[config.mk]
export PLATFORM = sky130hd
export DESIGN_NAME = digit_entry_buffer
export DESIGN_NICKNAME = d
export VERILOG_FILES = /design/src/rtl/digit_entry_buffer.sv
export SDC_FILE = /design/constraint.sdc
export NUM_CORES = 1
export LEC_CHECK = 0
export ABC_AREA = 1
export BUFFER_PORTS_ARGS = -buffer_cell sky130_fd_sc_hd__buf_4
export CAP_MARGIN = 20
export CORE_ASPECT_RATIO = 1.4
export CORE_MARGIN = 2
export CORE_UTILIZATION = 40
export CTS_BUF_LIST = sky130_fd_sc_hd__clkbuf_8
export CTS_CLUSTER_SIZE = 40
export DETAILED_ROUTE_END_ITERATION = 8
export SYNTH_ARGS = -nofsm -noshare
export SYNTH_HDL_FRONTEND = slang
export SYNTH_SLANG_ARGS = --single-unit
[constraint.sdc]
create_clock -name clock -period 5.08 [get_ports clock]
set_input_delay 1.016 -clock clock [delete_from_list [all_inputs] [get_ports clock]]
set_output_delay 1.016 -clock clock [all_outputs]
set_load 0.005 [all_outputs]
[src/rtl/digit_entry_buffer.sv]
// digit_entry_buffer
//
// Keypad number-entry register. Builds a multi-digit value one digit per strobe
// in a configurable radix. Supports backspace, clear, overflow rejection and a
// valid/ready commit port, so a committed operand can wait downstream while the
// next number is typed.
//
// Parameters:
//   WIDTH      - bit width of the entry value and the committed result
//   RADIX      - digit base, 2..16
//   MAX_DIGITS - maximum digits per entry, 1..8
//
// Ports:
//   clock          in   rising-edge clock
//   reset          in   asynchronous active-high reset
//   keyboard_digit in   digit code, sampled with digit_enable
//   digit_enable   in   strobe: append keyboard_digit
//   backspace      in   strobe: drop the last digit
//   clear          in   strobe: empty the entry
//   enter          in   strobe: commit the entry to the result port
//   value          out  current entry value
//   digit_count    out  digits currently held
//   reject         out  one-cycle pulse: previous cycle's request refused
//   result         out  committed value, stable while result_valid
//   result_valid   out  committed value pending
//   result_ready   in   downstream accepts result when high with result_valid
module digit_entry_buffer #(
    parameter int unsigned WIDTH      = 16,
    parameter int unsigned RADIX      = 10,
    parameter int unsigned MAX_DIGITS = 4,
    localparam int unsigned CW        = $clog2(MAX_DIGITS + 1)
) (
    input  logic             clock,
    input  logic             reset,
    input  logic [3:0]       keyboard_digit,
    input  logic             digit_enable,
    input  logic             backspace,
    input  logic             clear,
    input  logic             enter,
    output logic [WIDTH-1:0] value,
    output logic [CW-1:0]    digit_count,
    output logic             reject,
    output logic [WIDTH-1:0] result,
    output logic             result_valid,
    input  logic             result_ready
);

    localparam int unsigned IW = (MAX_DIGITS > 1) ? $clog2(MAX_DIGITS) : 1;
    // value*RADIX + digit never exceeds WIDTH+5 bits for RADIX <= 16.
    localparam int unsigned EW = WIDTH + 5;

    typedef enum logic {
        StEmpty,
        StFull
    } state_e;

    state_e           state_q, state_d;
    logic [WIDTH-1:0] value_q, value_d;
    logic [CW-1:0]    count_q, count_d;
    logic             reject_q, reject_d;
    logic [WIDTH-1:0] result_q, result_d;

    // History of pre-push values; backspace restores instead of dividing.
    logic [WIDTH-1:0] stack_q [MAX_DIGITS];
    logic             push;
    logic [IW-1:0]    push_idx;
    logic [IW-1:0]    pop_idx;

    logic [EW-1:0]    ext_value;
    logic             digit_ok;

    assign push_idx  = IW'(count_q);
    assign pop_idx   = IW'(count_q - CW'(1));
    assign ext_value = EW'(value_q) * EW'(RADIX) + EW'(keyboard_digit);
    assign digit_ok  = (32'(keyboard_digit) < RADIX) &&
                       (32'(count_q) < MAX_DIGITS) &&
                       (ext_value <= EW'({WIDTH{1'b1}}));

    always_comb begin
        state_d  = state_q;
        value_d  = value_q;
        count_d  = count_q;
        reject_d = 1'b0;
        result_d = result_q;
        push     = 1'b0;

        // Transfer happens regardless of any entry command this cycle.
        if (state_q == StFull && result_ready) begin
            state_d = StEmpty;
        end

        // Priority: clear > enter > backspace > digit; lower strobes dropped.
        if (clear) begin
            value_d = '0;
            count_d = '0;
        end else if (enter) begin
            // A commit is judged on the state before this edge, so enter in the
            // transfer cycle is still refused.
            if (state_q == StEmpty && count_q != '0) begin
                result_d = value_q;
                value_d  = '0;
                count_d  = '0;
                state_d  = StFull;
            end else begin
                reject_d = 1'b1;
            end
        end else if (backspace) begin
            if (count_q != '0) begin
                value_d = stack_q[pop_idx];
                count_d = count_q - CW'(1);
            end else begin
                reject_d = 1'b1;
            end
        end else if (digit_enable) begin
            if (digit_ok) begin
                value_d = ext_value[WIDTH-1:0];
                count_d = count_q + CW'(1);
                push    = 1'b1;
            end else begin
                reject_d = 1'b1;
            end
        end
    end

    always_ff @(posedge clock or posedge reset) begin
        if (reset) begin
            state_q  <= StEmpty;
            value_q  <= '0;
            count_q  <= '0;
            reject_q <= 1'b0;
            result_q <= '0;
        end else begin
            state_q  <= state_d;
            value_q  <= value_d;
            count_q  <= count_d;
            reject_q <= reject_d;
            result_q <= result_d;
        end
    end

    // Stack contents are don't-care after reset, so no reset branch.
    always_ff @(posedge clock) begin
        if (push) begin
            stack_q[push_idx] <= value_q;
        end
    end

    assign value        = value_q;
    assign digit_count  = count_q;
    assign reject       = reject_q;
    assign result       = result_q;
    assign result_valid = (state_q == StFull);

endmodule

==> results of run 1 <==
==> final timing paths <==
| check | slack [ns] | depth (start not counted) | to | startpoint |
|---|---|---|---|---|
| setup / recovery | 1.28 | 17 | stack_q[0][6] | value[1] |
| hold / removal | 0.52 | 1 | result[8] | result[8] |
| setup reg to reg | 1.28 | 17 | stack_q[0][6] | value[1] |
| hold reg to reg | 0.52 | 1 | result[8] | result[8] |
| max in group asynchronous | 3.96 | 3 | value[2] | reset |
| min in group asynchronous | 0.76 | 3 | result[10] | reset |
==> worst max-delay path: cells and delay by family, from the launching register on <==
| family | cells | cell delay, ns |
|---|---|---|
| adders and majority gates | 3 | 1.13 |
| buffers and inverters | 2 | 0.34 |
| DFF | 1 | 0.52 |
| and+or+nand+nor | 12 | 1.48 |
==> through the flow <==
stage	util	total power [mW]
2_1_floorplan	-	1.542
3_3_place_gp	0.4513	1.806
3_5_place_dp	0.4513	1.823
4_1_cts	0.4643	2.303
5_1_grt	0.4643	2.433
6_report	0.4643	2.278
==> cells in the mapped netlist, drive strengths merged, types with 2 or more instances <==
cell	instances	area, um^2
a22o	2	17.52
nand3	49	315.3
inv	56	210.2
nand2	184	743.2
nor2	44	177.7
xor2	4	42.55
dfrtp	37	925.9
clkbuf	14	56.31
o22ai	8	50.05
a21oi	28	140.1
o21a	2	15.01
o21ai	20	100.1
xnor2	4	35.03
mux2	15	168.9
ha	36	450.4
fa	2	40.04
nand4	12	81.33
nand3b	3	35.03
a32o	11	110.1
or2	2	12.51
buf	4	43.79
edfxtp	64	1922
==> cells by family (layout without fill, tap and decap cells) <==
group                    Yosys count  count (layout)
adder cells (fa/ha/maj)           38              38
buffers and inverters             74             128
XOR/XNOR                           8               8
AO/OA/AOI/OAI                     78              78
AND/OR/NAND/NOR                  295             295
flip-flops                       101             101
multiplexers                      15              15
==> final cells by class <==
class / instances / area (um^2) / area share
Tap cell: 185 / 231.5 / 0.03567
Clock buffer: 9 / 123.9 / 0.01909
Timing Repair Buffer: 56 / 420.4 / 0.06479
Sequential cell: 101 / 2848 / 0.4389
Multi-Input combinational cell: 434 / 2597 / 0.4003
Inverter: 56 / 210.2 / 0.03239
Clock inverter: 7 / 57.56 / 0.008870
==> registers in the layout, indices dropped and copies added (netlist names) <==
signal and cells:
stack_q 64, result 16, value 16, digit_count 3, reject 1, result_valid 1
==> layer usage <==
layer  GRT usage  part of all wire  vias up
met5           0                 0        -
met4     0.06467             0.021        0
met3     0.01836             0.030       17
met2      0.3539              0.54       79
met1      0.2199              0.41     2138
li1            -                 -     2181
==> report_power, final <==
part	total, mW	internal, mW	switching, mW	leakage [nW]
sequential	1.06	0.966	0.0944	1.09
clock	0.481	0.184	0.297	0.0829
combinational	0.736	0.319	0.417	1.89
==> flow_summary.toml, run 1 <==
[clock_network]
clock_sinks = 101
insertion_delay_ns = 0.37
numCtsBuffers = 9
cts_tree = "yes"
postCtsSetupRepairBufs = 0
htreeDepth = 3
clk_path_buf_depth = 2
holdBufCountCts = 0
post_cts_resized = 0
root_buffer = "clkbuf_8"
path_clk_slew_ns = 0.11

[placed_design]
port_buffers = 47
placedInstanceArea_um2 = 6307
hpwl_mm = 10.23
dp_cells = 832
place_ws_ns = 1.268
routabilityCongestion = 0.8309

[synth]
ys_warn_count = 0
synthMuxAreaShare = 0.02935
synth_cell_types = 42
synth_compound_area_frac = 0.08522
synth_xor_area_frac = 0.01348
synth_cells = 609
ys_seq_area_frac = 0.4948
synth.avg_cell_area_um2 = 9.451
synth_seq_cells = 101
synth_top_family_by_area = "simple AND/OR/NAND/NOR gates"
synthSimpleGateAreaFrac = 0.2380
synth_edf_count = 64
syn_nets = 658
async_reset_ff_frac = 0.3663
synthAdderAreaFrac = 0.08522
synthesis.area_um2 = 5756
yosys_most_used_dff = "edfxtp_1"

[die]
fp-row-count = 51
dieWidth_um = 105.4
die_area_um2 = 15380
initial_core_util = 0.4119
die_h_um = 145.9
pin_count = 48
coreArea_um2 = 13970

[global_route]
grt_pass1_wl_mm = 22.78
grt_max_degree = 40
first_global_vias = 4569
antenna_found_initial = 0
grt_remaining_overflow = 0
grt_use_total = 0.1883

[sta]
final_hold_viol_count = 0
grt_setup_unrepaired = "no"
finalCritPeriodShare = 0.7481
fmax_ghz = 0.2631
finalSetupViolations = 0
finClkSkew_ns = 0.01383
slew_headroom = 0.3930
worst_pin_slew_ns = 0.9095
whs_ns = 0.5155
setup_tns_ns = 0
finalMaxSlewViolations = 0
fin_ws_ns = 1.280
period_minus_slack_ns = 3.800

[worst_setup_path]
worstPathArrival_ns = 3.85
cp-start-kind = "flop"
path_cells = "ha_1 -> ha_1 -> fa_1 -> nand2_1 -> inv_1 -> nand2_1 -> nor2_1 -> nand3b_4 -> nor2_2 -> nand2_2 -> nor2_2 -> nand2_1 -> nand2_2 -> nand4_2 -> or2_2 -> nor2_1 -> buf_4"
crit_type = "flop to flop"
crit_path_top_delay_cell = "dfrtp_1"
required_ns = 5.13
end_kind = "flop"
crit_path_max_fanout = 16
slowest_delay_ns = 0.52
cpMostUsedCell = "nand2_1"

[route]
dr.pass1.iters = 5
post-route-drc-count = 0
avgRoutedWirePerCell_um = 16.30
drtIter0Drc = 249
wl_mm = 13.82
detail-route-antenna-nets = 0
vias_per_cell = 5.206
via_count = 4415

[power]
peakVddDrop_mv = 0.1312
power_per_cell_area_nw_per_um2 = 351.0
leakage_nw = 3.064

[finish]
area_growth_pct = 12.74
final_cell_mix = "165 x nand2_1, 64 x edfxtp_1, 56 x buf_4, 55 x inv_1, 39 x nor2_1"
final_nets = 707
antenna_cells = 0
drive_gt1_frac = 0.1976
final_cells = 848
fill_cells = 1325
layout_commonest_cell = "nand2_1"
fin_area_um2 = 6489

[hold_path]
hold_class = "flop to flop"

[flow_run]
maxCapViolations = 0

[outcome]
status = "finished, final reports clean"
(Power assumes the default switching activity.)
==> run 2, diff against run 1 <==
clock period = 3.9 ns   (was 5.08 ns; I/O delays follow)
==> run 2 against run 1 <==
Clock skew rose by 0.0012 ns. Wire length up 2.5%. Global-route usage shrank 0.064 points. Maximum frequency rose by 3.9%. Via count up 2.1%. Worst hold slack lost 0.0037 ns. Critical endpoint is now stack_q[0][9]. Largest cell class unchanged. Largest power group unchanged. Highest routed layer unchanged.
==> flow_summary.toml, run 2 (synthesized netlist as in run 1, its figures left out) <==
[clock_network]
cts_tree = "yes"
holdBufCountCts = 0
clock_sinks = 101
root_buffer = "clkbuf_8"
numCtsBuffers = 9
postCtsSetupRepairBufs = 0
insertion_delay_ns = 0.38
path_clk_slew_ns = 0.11
htreeDepth = 3
clk_path_buf_depth = 2

[route]
dr.pass1.iters = 5
avgRoutedWirePerCell_um = 16.47
detail-route-antenna-nets = 0
wl_met3_um = 421
drtIter0Drc = 259
via_count = 4507
vias_per_cell = 5.241
post-route-drc-count = 0
wl_mm = 14.17
highest_layer = "met4"
met2_length_mm = 7.435
met1Wirelength_mm = 6.024

[finish]
final_nets = 719
final_cell_mix = "165 x nand2_1, 64 x buf_4, 64 x edfxtp_1, 55 x inv_1"
largest_reg_flops = 64
top_register = "stack_q"
final_cells = 860
antenna_cells = 0
drive_gt1_frac = 0.2163
area_growth_pct = 15.33
layout_commonest_cell = "nand2_1"

[die]
die_h_um = 145.9
coreArea_um2 = 13970
die_area_um2 = 15380
fp-row-count = 51
pin_count = 48
initial_core_util = 0.4119
dieWidth_um = 105.4

[hold_path]
hold_class = "flop to flop"
hold_depth = 2

[global_route]
grt_use_total = 0.1877
antenna_found_initial = 0
first_global_vias = 4536
grt_max_degree = 39
grt_pass1_wl_mm = 22.68
grt_remaining_overflow = 0

[worst_setup_path]
crit_buf_inv = 2
reg2reg_from = "value[6]"
crit_path_top_delay_cell = "dfrtp_1"
timing.rr.end = "stack_q[0][9]"
r2r_slack_ns = 0.24
cp.depth = 15
slowest_delay_ns = 0.63
cpLargestDelayFamily = "simple AND/OR/NAND/NOR gates"
path_cells = "ha_1 -> ha_1 -> nand2_1 -> inv_1 -> a21oi_1 -> nand2_1 -> xnor2_1 -> nor2_1 -> nor2_1 -> nand2_1 -> nand2_2 -> nand4_2 -> or2_2 -> nor2_1 -> buf_12"
rr_worst_depth = 15
crit_path_max_fanout = 16
worstPathArrival_ns = 3.75
cp-start-kind = "flop"
crit_end = "stack_q[0][9]"
cp-startpoint = "value[6]"
crit_type = "flop to flop"
required_ns = 3.99
end_kind = "flop"

[sta]
whs_ns = 0.5118
finClkSkew_ns = 0.01504
finalSetupViolations = 0
slew_headroom = 0.3808
fmax_ghz = 0.2735
finalCritPeriodShare = 0.9377
grt_setup_unrepaired = "no"
final_hold_viol_count = 0
finalMaxSlewViolations = 0
worst_pin_slew_ns = 0.9278
period_minus_slack_ns = 3.657

[placed_design]
port_buffers = 47
dp_cells = 844
routabilityCongestion = 0.8998
hpwl_mm = 10.52

[outcome]
status = "finished, final reports clean"

[power]
power_per_cell_area_nw_per_um2 = 460.3
leakage_nw = 3.153
peakVddDrop_mv = 0.1945

[flow_run]
maxCapViolations = 0
[run 2: changes by cell type in the layout (fill, tap and decap cells not counted), sizes merged]
cell	previous run	this run
clkinvlp	3	0
inv	58	60
buf	56	68
clkinv	2	3
[run 2: what timing repair did]
| action | in CTS | in global routing |
|---|---|---|
| resized for setup | 0 | 4 |
| endpoints found under the hold margin | 0 | 0 |
| setup endpoints to repair | 0 | 64 |
[run 2: layout make-up]
class	count	area, um^2
clock buffers	9	123.9
well taps	185	231.5
flip-flops and latches	101	2848
inverters	56	210.2
multi-input cells	434	2603
fillers	1336	7337
repair buffers	68	543.0
clock inverters	7	78.83
[run 2: report_power, final]
group          internal, mW  leakage, nW  switching (mW)  total (mW)
clock network         0.255        0.102           0.414       0.670
registers              1.26         1.09          0.0833        1.34
logic                 0.440         1.96           0.604        1.04
total                  1.95         3.15            1.10        3.06
[run 2: metrics by stage]
step	cell area [um^2]	utilization	power [mW]	setup slack, ns	TNS, ns
after floorplan	5756	-	2.008	-0.05504	-3.521
after global placement	6422	0.4596	2.391	0.3656	0
after detailed placement	6422	0.4596	2.406	0.2654	0
after CTS	6625	0.4741	3.074	0.2272	0
after global routing	6638	0.4750	3.230	0.02038	0
final	6638	0.4750	3.056	0.2431	0
[run 2: worst register-to-register path, delay by kind of cell, from the launching register on]
family / cells / cell delay, ns
simple gates: 9 / 1.28
flops: 1 / 0.63
xor+xnor: 1 / 0.34
compound gates: 1 / 0.15
fa+ha+maj: 2 / 0.70
buf+inv: 2 / 0.25
[run 2: worst min-delay path by stage]
stage / startpoint / to / slack, ns
floorplan: result[15] / result[15] / 0.48
global placement: result[15] / result[15] / 0.48
detailed placement: result[15] / result[15] / 0.49
CTS: result[15] / result[15] / 0.52
global route: result[12] / result[12] / 0.55
finish: result[15] / result[15] / 0.51
[run 2: metal layers]
| layer | vias to the layer above | global-route usage |
|---|---|---|
| li1 | 2204 | - |
| met1 | 2194 | 0.2282 |
| met2 | 90 | 0.3384 |
| met3 | 19 | 0.02284 |
| met4 | 0 | 0.06667 |
| met5 | - | 0 |
==> run 3, diff against run 2 <==
REMOVE_ABC_BUFFERS = 1   (was default)
==> run 3 against run 2 <==
Wire length rose by 5.6%. Total power fell by 2.6%. First-iteration DRC count rose by 26%. Die area did not move. Register-to-register slack barely moved. Design area fell by 0.38%. Critical path depth rose by 2. Via count rose by 1.3%. Sequential power barely moved. Sequential share of layout area rose by 0.16 points. Global-route usage rose by 1.1 points. Largest power group unchanged. Highest routed layer unchanged.
==> flow_summary.toml, run 3 (synthesized netlist as in run 1, its figures left out) <==
[power]
leakage_nw = 3.152
power_mw = 2.975
power_per_cell_area_nw_per_um2 = 449.9
peakVddDrop_mv = 0.1544

[route]
dr.pass1.iters = 5
post-route-drc-count = 0
drtIter0Drc = 327
via_count = 4567
avgRoutedWirePerCell_um = 17.35
wl_mm = 14.95
vias_per_cell = 5.298
detail-route-antenna-nets = 0

[clock_network]
insertion_delay_ns = 0.37
post_cts_resized = 0
root_buffer = "clkbuf_8"
numCtsBuffers = 9
clk_path_buf_depth = 2
htreeDepth = 3
cts_tree = "yes"
holdBufCountCts = 0
path_clk_slew_ns = 0.09
clock_sinks = 101
postCtsSetupRepairBufs = 0

[placed_design]
dp_cells = 844
placedInstanceArea_um2 = 6397
routabilityCongestion = 0.9350
place_ws_ns = 0.2237
hpwl_mm = 10.75
port_buffers = 47

[sta]
finClkSkew_ns = 0.006682
setup_tns_ns = 0
worst_pin_slew_ns = 1.022
slew_headroom = 0.3179
finalCritPeriodShare = 0.9391
fmax_ghz = 0.2730
finalSetupViolations = 0
period_minus_slack_ns = 3.663
grt_setup_unrepaired = "yes"
fin_ws_ns = 0.2375
finalMaxSlewViolations = 0
final_hold_viol_count = 0

[finish]
fin_area_um2 = 6613
antenna_cells = 0
top_register = "stack_q"
drive_gt1_frac = 0.2186
final_nets = 721
seq_area_um2 = 2848
layout_commonest_cell = "nand2_1"
multi_input_area_um2 = 2608
area_growth_pct = 14.89
final_cell_mix = "165 x nand2_1, 68 x buf_4, 64 x edfxtp_1, 55 x inv_1, 37 x dfrtp_1"
largest_reg_flops = 64
fill_cells = 1311
final_cells = 862

[die]
dieWidth_um = 105.4
pin_count = 48
initial_core_util = 0.4119
coreArea_um2 = 13970
die_area_um2 = 15380
fp-row-count = 51
die_h_um = 145.9

[global_route]
grt_use_total = 0.1987
antenna_found_initial = 0
grt_pass1_wl_mm = 23.64
first_global_vias = 4585
grt_max_degree = 39
grt_remaining_overflow = 0

[worst_setup_path]
crit_path_max_fanout = 11
cp-start-kind = "flop"
required_ns = 3.97
crit_type = "flop to flop"
worstPathArrival_ns = 3.73
end_kind = "flop"

[outcome]
status = "finished, final reports clean"

[flow_run]
maxCapViolations = 0

[hold_path]
hold_class = "flop to flop"
-- run 3: cell types whose count changed in the layout (fill, tap and decap cells not counted), moves of 2 or more --
cell,previous run,this run
clkinv_1,0,2
inv_6,3,1
buf_4,64,68
clkinv_8,2,0
buf_12,2,0
-- run 3: report_power, final --
part           switching [mW]  internal [mW]
combinational           0.600          0.444
clock                   0.363          0.229
sequential             0.0798           1.26
-- run 3: critical path, stage by stage, from the launching register on --
cell      delay (ns)
dfrtp_1         0.45
ha_1            0.27
ha_1            0.27
fa_2            0.56
nand2_1         0.06
inv_1           0.07
nand2_1         0.09
nor2_2          0.16
nand3b_4        0.11
nor2_2          0.18
nand2_2         0.08
nor2_2          0.10
nand2_1         0.07
nand2_2         0.07
nand4_2         0.11
or2_2           0.33
nor2_1          0.14
buf_4           0.24
-- run 3: layout make-up --
class / count / share of cell area
timing repair buffer: 70 / 0.08307
multi-input combinational: 434 / 0.3943
clock inverter: 7 / 0.006433
clock buffer: 9 / 0.01873
tap: 185 / 0.03500
sequential: 101 / 0.4307
inverter: 56 / 0.03179
-- run 3: layer usage --
metal / part of all wire / up-vias / global-route usage / routed length, um
met5: 0 / - / 0 / 0
met4: 0.026 / 0 / 0.08067 / 393
met3: 0.048 / 27 / 0.03045 / 716
met2: 0.50 / 123 / 0.3316 / 7402
met1: 0.43 / 2207 / 0.2569 / 6441
li1: - / 2210 / - / -
-- run 3: per-stage QoR --
step | hold slack, ns | utilization
6_report | 0.5110 | 0.4732
5_1_grt | 0.5208 | 0.4732
4_1_cts | 0.5177 | 0.4697
3_5_place_dp | 0.4951 | 0.4578
3_3_place_gp | 0.4799 | 0.4578
2_1_floorplan | 0.4763 | -
-- run 3: path summary, 6_finish.rpt --
kind,startpoint,to,slack (ns),cells past startpoint
max,value[2],stack_q[2][6],0.24,17
min,result[15],result[15],0.51,2
max reg2reg,value[2],stack_q[2][6],0.24,17
min reg2reg,result[15],result[15],0.51,2
max in group asynchronous,reset,value[12],2.70,2
min in group asynchronous,reset,result_valid,0.60,2
